### config.mk
export PLATFORM = sky130hd
export DESIGN_NAME = meter_ctrl
export DESIGN_NICKNAME = d
export VERILOG_FILES = /design/src/rtl/meter_ctrl.sv
export SDC_FILE = /design/constraint.sdc
export NUM_CORES = 1
export LEC_CHECK = 0
export CORE_AREA = 10 10 97 99
export DETAILED_ROUTE_END_ITERATION = 10
export DIE_AREA = 0 0 107 109
export GPL_ROUTABILITY_DRIVEN = 0
export HOLD_SLACK_MARGIN = 0.03
export PLACE_DENSITY = 0.7
export SLEW_MARGIN = 20
export SYNTH_ARGS = -nofsm -noshare
export SYNTH_HDL_FRONTEND = slang
export SYNTH_SLANG_ARGS = --single-unit
### constraint.sdc
create_clock -name clk -period 5.7 [get_ports clk]
set_input_delay 1.14 -clock clk [delete_from_list [all_inputs] [get_ports clk]]
set_output_delay 1.14 -clock clk [all_outputs]
set_load 0.01 [all_outputs]
### src/rtl/meter_ctrl.sv
// ---------------------------------------------------------------------------
// meter_ctrl
//
// Purpose:
//   Sequencing controller for the parking-meter time register. It merges the
//   one-cycle coin/add pulses, the preset pulses and an internally generated
//   1-second tick into one saturating countdown value. The remaining time is
//   classified as RUN / LOW / EXPIRED, and a display-enable blink pattern is
//   produced for the seven-segment driver.
//
// Ports:
//   clk       in   system clock
//   reset_n   in   asynchronous, active-low reset
//   add_req   in   [3:0] one-cycle add pulses, bit i adds ADDi seconds
//   preset    in   [1:0] one-cycle preset pulses (bit 0 wins over bit 1)
//   count     out  [15:0] remaining seconds, 0..MAX_COUNT
//   state     out  [1:0] 00 EXPIRED, 01 LOW, 10 RUN
//   expired   out  high while state is EXPIRED
//   blink_on  out  display enable (steady in RUN, 1 Hz in LOW, 2 Hz in EXPIRED)
//   tick      out  one-cycle pulse once per second
// ---------------------------------------------------------------------------
module meter_ctrl #(
  parameter int TICK_DIV   = 100000000,
  parameter int MAX_COUNT  = 9999,
  parameter int LOW_THRESH = 200,
  parameter int ADD0       = 10,
  parameter int ADD1       = 180,
  parameter int ADD2       = 200,
  parameter int ADD3       = 550,
  parameter int PRESET0    = 10,
  parameter int PRESET1    = 205
) (
  input  logic        clk,
  input  logic        reset_n,
  input  logic [3:0]  add_req,
  input  logic [1:0]  preset,
  output logic [15:0] count,
  output logic [1:0]  state,
  output logic        expired,
  output logic        blink_on,
  output logic        tick
);

  typedef enum logic [1:0] {
    ST_EXPIRED = 2'b00,
    ST_LOW     = 2'b01,
    ST_RUN     = 2'b10
  } meter_state_e;

  localparam int CNT_W = (TICK_DIV > 2) ? $clog2(TICK_DIV) : 1;

  localparam logic [CNT_W-1:0] TICK_LAST = CNT_W'(TICK_DIV - 1);
  localparam logic [CNT_W-1:0] HALF_LAST = CNT_W'(TICK_DIV / 2 - 1);

  // Arithmetic is carried out in 17 bits so count + all four adds never wraps
  // before the clamp is applied.
  localparam logic [16:0] ADD0_W  = 17'(ADD0);
  localparam logic [16:0] ADD1_W  = 17'(ADD1);
  localparam logic [16:0] ADD2_W  = 17'(ADD2);
  localparam logic [16:0] ADD3_W  = 17'(ADD3);
  localparam logic [16:0] MAX_W   = 17'(MAX_COUNT);
  localparam logic [15:0] MAX16   = 16'(MAX_COUNT);
  localparam logic [15:0] LOW16   = 16'(LOW_THRESH);
  localparam logic [15:0] PRESET0_W = 16'(PRESET0);
  localparam logic [15:0] PRESET1_W = 16'(PRESET1);

  logic [CNT_W-1:0] tick_cnt_q, tick_cnt_d;
  logic             tick_q, tick_d;
  logic             tick_fire;
  logic             half_fire;

  logic [16:0]      add_sum;
  logic [16:0]      sum_ext;
  logic [15:0]      count_q, count_d;

  meter_state_e     state_q, state_d;
  logic             expired_q, expired_d;
  logic             blink_q, blink_d;
  logic             sec_phase_q, sec_phase_d;
  logic             half_phase_q, half_phase_d;

  // Free-running prescaler. The full-second strobe is the last count of the
  // period; the half-second strobe fires at the midpoint and at the end so the
  // EXPIRED blink gets two toggles per second. The visible tick output is the
  // registered copy of the full-second strobe.
  always_comb begin
    tick_fire  = (tick_cnt_q == TICK_LAST);
    half_fire  = (tick_cnt_q == HALF_LAST) || tick_fire;
    tick_cnt_d = tick_fire ? '0 : tick_cnt_q + CNT_W'(1);
    tick_d     = tick_fire;
  end

  // Count update. Presets override everything (bit 0 has priority). Otherwise
  // every asserted add bit is honoured, and a tick takes one second off only
  // when there is time left, so a tick arriving with an add at zero yields
  // exactly the add amount. The result is clamped to the ceiling.
  always_comb begin
    add_sum = (add_req[0] ? ADD0_W : 17'd0)
            + (add_req[1] ? ADD1_W : 17'd0)
            + (add_req[2] ? ADD2_W : 17'd0)
            + (add_req[3] ? ADD3_W : 17'd0);
    sum_ext = {1'b0, count_q} + add_sum;
    if (tick_fire && (count_q != 16'd0)) begin
      sum_ext = sum_ext - 17'd1;
    end

    if (preset[0]) begin
      count_d = PRESET0_W;
    end else if (preset[1]) begin
      count_d = PRESET1_W;
    end else if (sum_ext > MAX_W) begin
      count_d = MAX16;
    end else begin
      count_d = sum_ext[15:0];
    end
  end

  // State is derived from the next count so it lands on the same edge as the
  // count itself.
  always_comb begin
    if (count_d == 16'd0) begin
      state_d = ST_EXPIRED;
    end else if (count_d < LOW16) begin
      state_d = ST_LOW;
    end else begin
      state_d = ST_RUN;
    end
    expired_d = (state_d == ST_EXPIRED);
  end

  // Blink pattern. Each phase bit is cleared when its state is entered so the
  // display always starts "on"; afterwards it toggles on its own strobe. The
  // blink output follows the new phase value so it is aligned with state.
  always_comb begin
    sec_phase_d  = sec_phase_q;
    half_phase_d = half_phase_q;
    blink_d      = 1'b1;
    case (state_d)
      ST_LOW: begin
        if (state_q != ST_LOW) begin
          sec_phase_d = 1'b0;
        end else if (tick_fire) begin
          sec_phase_d = ~sec_phase_q;
        end
        blink_d = ~sec_phase_d;
      end
      ST_EXPIRED: begin
        if (state_q != ST_EXPIRED) begin
          half_phase_d = 1'b0;
        end else if (half_fire) begin
          half_phase_d = ~half_phase_q;
        end
        blink_d = ~half_phase_d;
      end
      ST_RUN: begin
        blink_d = 1'b1;
      end
      default: begin
        blink_d = 1'b1;
      end
    endcase
  end

  // All state lives in this one register bank; reset drops everything to
  // an empty, expired meter with the display on.
  always_ff @(posedge clk or negedge reset_n) begin
    if (!reset_n) begin
      tick_cnt_q   <= '0;
      tick_q       <= 1'b0;
      count_q      <= 16'd0;
      state_q      <= ST_EXPIRED;
      expired_q    <= 1'b1;
      blink_q      <= 1'b1;
      sec_phase_q  <= 1'b0;
      half_phase_q <= 1'b0;
    end else begin
      tick_cnt_q   <= tick_cnt_d;
      tick_q       <= tick_d;
      count_q      <= count_d;
      state_q      <= state_d;
      expired_q    <= expired_d;
      blink_q      <= blink_d;
      sec_phase_q  <= sec_phase_d;
      half_phase_q <= half_phase_d;
    end
  end

  assign count    = count_q;
  assign state    = state_q;
  assign expired  = expired_q;
  assign blink_on = blink_q;
  assign tick     = tick_q;

endmodule

==> flow_summary.yaml <==
logic_synthesis:
  yosysTopAreaCellShare: 0.328
  synth_ff_type: "dfrtp_1"
  ys.warnings.count: 0
  synthMuxAreaShare: 0.00411
  yosys.area_share.simple: 0.278
  synth_xor_area_frac: 0.125
  syn_area_um2: 3660
  synth_top_family_by_area: "simple AND/OR/NAND/NOR gates"
  synth-compound-area-share: 0.145
  synth_area_leader_cell: "dfrtp_1"
  ys_ff_latch: 50
  yosys-top-cells-area: "dfrtp_1, xor2_1, xnor2_1, nor2_1, ha_1"
  syn_area_per_cell_um2: 9.21
  synth.distinct_cells: 67
  synthAdderAreaFrac: 0.0773
  synth-edff-count: 0
  synthArstFlopShare: 1.00
  syn_inst: 397
  yosysSeqAreaShare: 0.343
die:
  start_util: 0.486
  num_io_pins: 29
  fp.coreArea_um2: 7530
  rows: 32
  die_w_um: 107
  die_h_um: 109
  dieArea_um2: 11700
global_route:
  grt_pass1_wl_um: 14600
  grt.total_usage: 0.150
  grt_pass1_vias: 3100
  antenna_found_initial: 0
  grt_max_degree: 51
  grt.overflow.total: 0
route:
  drtAntennaViolNets: 0
  wl_per_cell_um: 16.1
  wl_um: 8730
  vias: 3070
  detail_route.iter0.violations: 138
  vias_per_cell: 5.64
  dr.pass1.iters: 4
  drc: 0
critical_path:
  critPathKind: "in2reg"
  reg2reg_depth: 18
  cp_max_fo: 4
  critPathArrivalTime_ns: 5.65
  path_buf_inv: 6
  cp.depth: 19
  cp-start-kind: "input pin"
  timing.critical_path.cells: "clkdlybuf4s50_1, inv_1, fa_1, inv_1, ha_1, inv_1, fa_1, buf_4, xor2_1, nand3_1, o21bai_1, a211oi_2, buf_4, nand4_1, a21oi_1, nor2_1, o41a_1, a21oi_4, mux2_4"
  ff2ff_setup_slack_ns: 1.29
  required_ns: 5.90
  reg2reg_from: "count[2]"
  cpMostUsedCell: "inv_1"
  cp_top_family: "compound AO/OA/AOI/OAI gates"
  cpMaxStageDelayCell: "clkdlybuf4s50_1"
  endpoint_kind: "flop"
  r2r_end: "sec_phase_q"
  slowest_delay_ns: 0.48
layout:
  areaGrowthSynthToFinish_pct: 16.5
  drive_gt1_frac: 0.109
  fin_area_um2: 4260
  num_antenna_cells: 0
  fin_cells: 544
  fin_nets: 468
  mostFrequentLayoutCells: "dfrtp_1, nor2_1, xor2_1"
  final_common_cell: "dfrtp_1"
clocking:
  clk_latency_ns: 0.31
  cts_tree: "yes"
  htree_levels: 2
  root_buffer: "clkbuf_8"
  cts_sinks: 50
  clk_pin_slew_ns: 0.10
  clockBufferDepth: 2
  numCtsBuffers: 5
timing:
  tightest_slew_ns: 0.710
  clock.fmax_ghz: 0.184
  finalCriticalPeriod_ns: 5.45
  finClkSkew_ns: 0.0119
  finalCritPeriodShare: 0.956
  setup_viol: 0
  whs_ns: 0.500
  slew_headroom: 0.523
  drv_slew: 0
  rsz0062_at_grt: "no"
  hold_viol: 0
  setup_tns_ns: 0
power:
  power_density_nw_per_um2: 213
  combPwrFrac: 0.310
  clkPwrFrac: 0.281
  switchingPower_uw: 297
  p_total_uw: 905
  ir_worst_vdd_uv: 166
  power.internal_uw: 608
  p_sw_frac: 0.328
  p_leak_uw: 0.00185
  power_frac_seq: 0.409
hold_path:
  hold_class: "reg2reg"
  hold-path-cell-count: 1
  holdCritStartpoint: "tick_cnt_q[9]"
  hold-path-endpoint: "tick_cnt_q[9]"
run_status:
  status: "completed"
placement:
  dp.final_hpwl_um: 6850
  placed_cells: 535
  portBuffers: 28
  dpl_cell_area_um2: 4140
job:
  drv_cap: 0
[power by group through the flow]
stage / combinational (µW) / clock, µW / sequential (µW)
2_1_floorplan: 187 / 0 / 379
3_3_place_gp: 273 / 0 / 377
3_5_place_dp: 276 / 0 / 377
4_1_cts: 278 / 265 / 370
5_1_grt: 307 / 277 / 372
6_report: 280 / 254 / 370
[how the worst max path moves through the flow]
stage,end,startpoint,slack [ns]
6_report,sec_phase_q,add_req[1],0.25
5_1_grt,count[3],add_req[1],0.03
4_1_cts,sec_phase_q,add_req[1],0.33
3_5_place_dp,sec_phase_q,add_req[1],0.002
3_3_place_gp,sec_phase_q,add_req[1],0.15
2_1_floorplan,sec_phase_q,add_req[1],0.74
[final cells by class]
cell class | count | area (µm²)
well taps | 102 | 128
clock buffers | 5 | 68.8
fillers | 712 | 3270
inverters | 22 | 82.6
flip-flops and latches | 50 | 1250
repair buffers | 41 | 373
clock inverters | 3 | 45.0
multi-input cells | 321 | 2310
[synth_stat cells (all sizes together), types with 10 or more instances]
cell / instances
o21ai: 12
dfrtp: 48
inv: 22
nor3: 16
ha: 13
nand2: 27
nor2: 45
nand3: 16
xnor2: 24
nand4: 10
nor4: 13
a21oi: 17
xor2: 28
[flip-flops by register name, summed over array words and instances, names as in the netlist]
name and cells:
tick_cnt_q 27, count 16, state 2, blink_on 1, expired 1, half_phase_q 1, sec_phase_q 1, tick 1
[metrics by stage]
step / setup slack (ns) / util
CTS: 0.329 / 0.564
global route: 0.0263 / 0.566
finish: 0.251 / 0.566
detailed placement: 0.00212 / 0.549
floorplan: 0.740 / -
global placement: 0.146 / 0.549
[routing by layer]
metal,part of all wire,vias to the layer above,wire [µm],global-route usage
li1,-,1506,-,-
met1,0.45,1492,3920,0.182
met2,0.50,59,4360,0.274
met3,0.040,13,345,0.0230
met4,0.013,0,112,0.0368
met5,0,-,0,0
[cell families (layout without fill, tap and decap cells)]
group / count (synthesis) / count (layout)
simple gates: 176 / 176
fa+ha+maj: 19 / 19
compound gates: 71 / 71
mux: 1 / 1
buf+inv: 27 / 71
other cells: 1 / 2
flops: 50 / 50
xor+xnor: 52 / 52
[worst register-to-register path: stages, from the launching register on]
cell	delay [ns]
dfrtp_1	0.41
inv_1	0.07
fa_1	0.40
inv_1	0.07
ha_1	0.19
inv_1	0.06
fa_1	0.37
buf_4	0.15
xor2_1	0.22
nand3_1	0.19
o21bai_1	0.24
a211oi_2	0.39
buf_4	0.19
nand4_1	0.08
a21oi_1	0.24
nor2_1	0.10
o41a_1	0.46
a21oi_4	0.16
mux2_4	0.31
[what timing repair did]
action,CTS,global route
setup buffers,0,1
resized for setup,0,1
hold buffers,0,0
setup endpoints to repair,0,1
hold endpoints to repair,0,0
(Power assumes the default switching activity.)
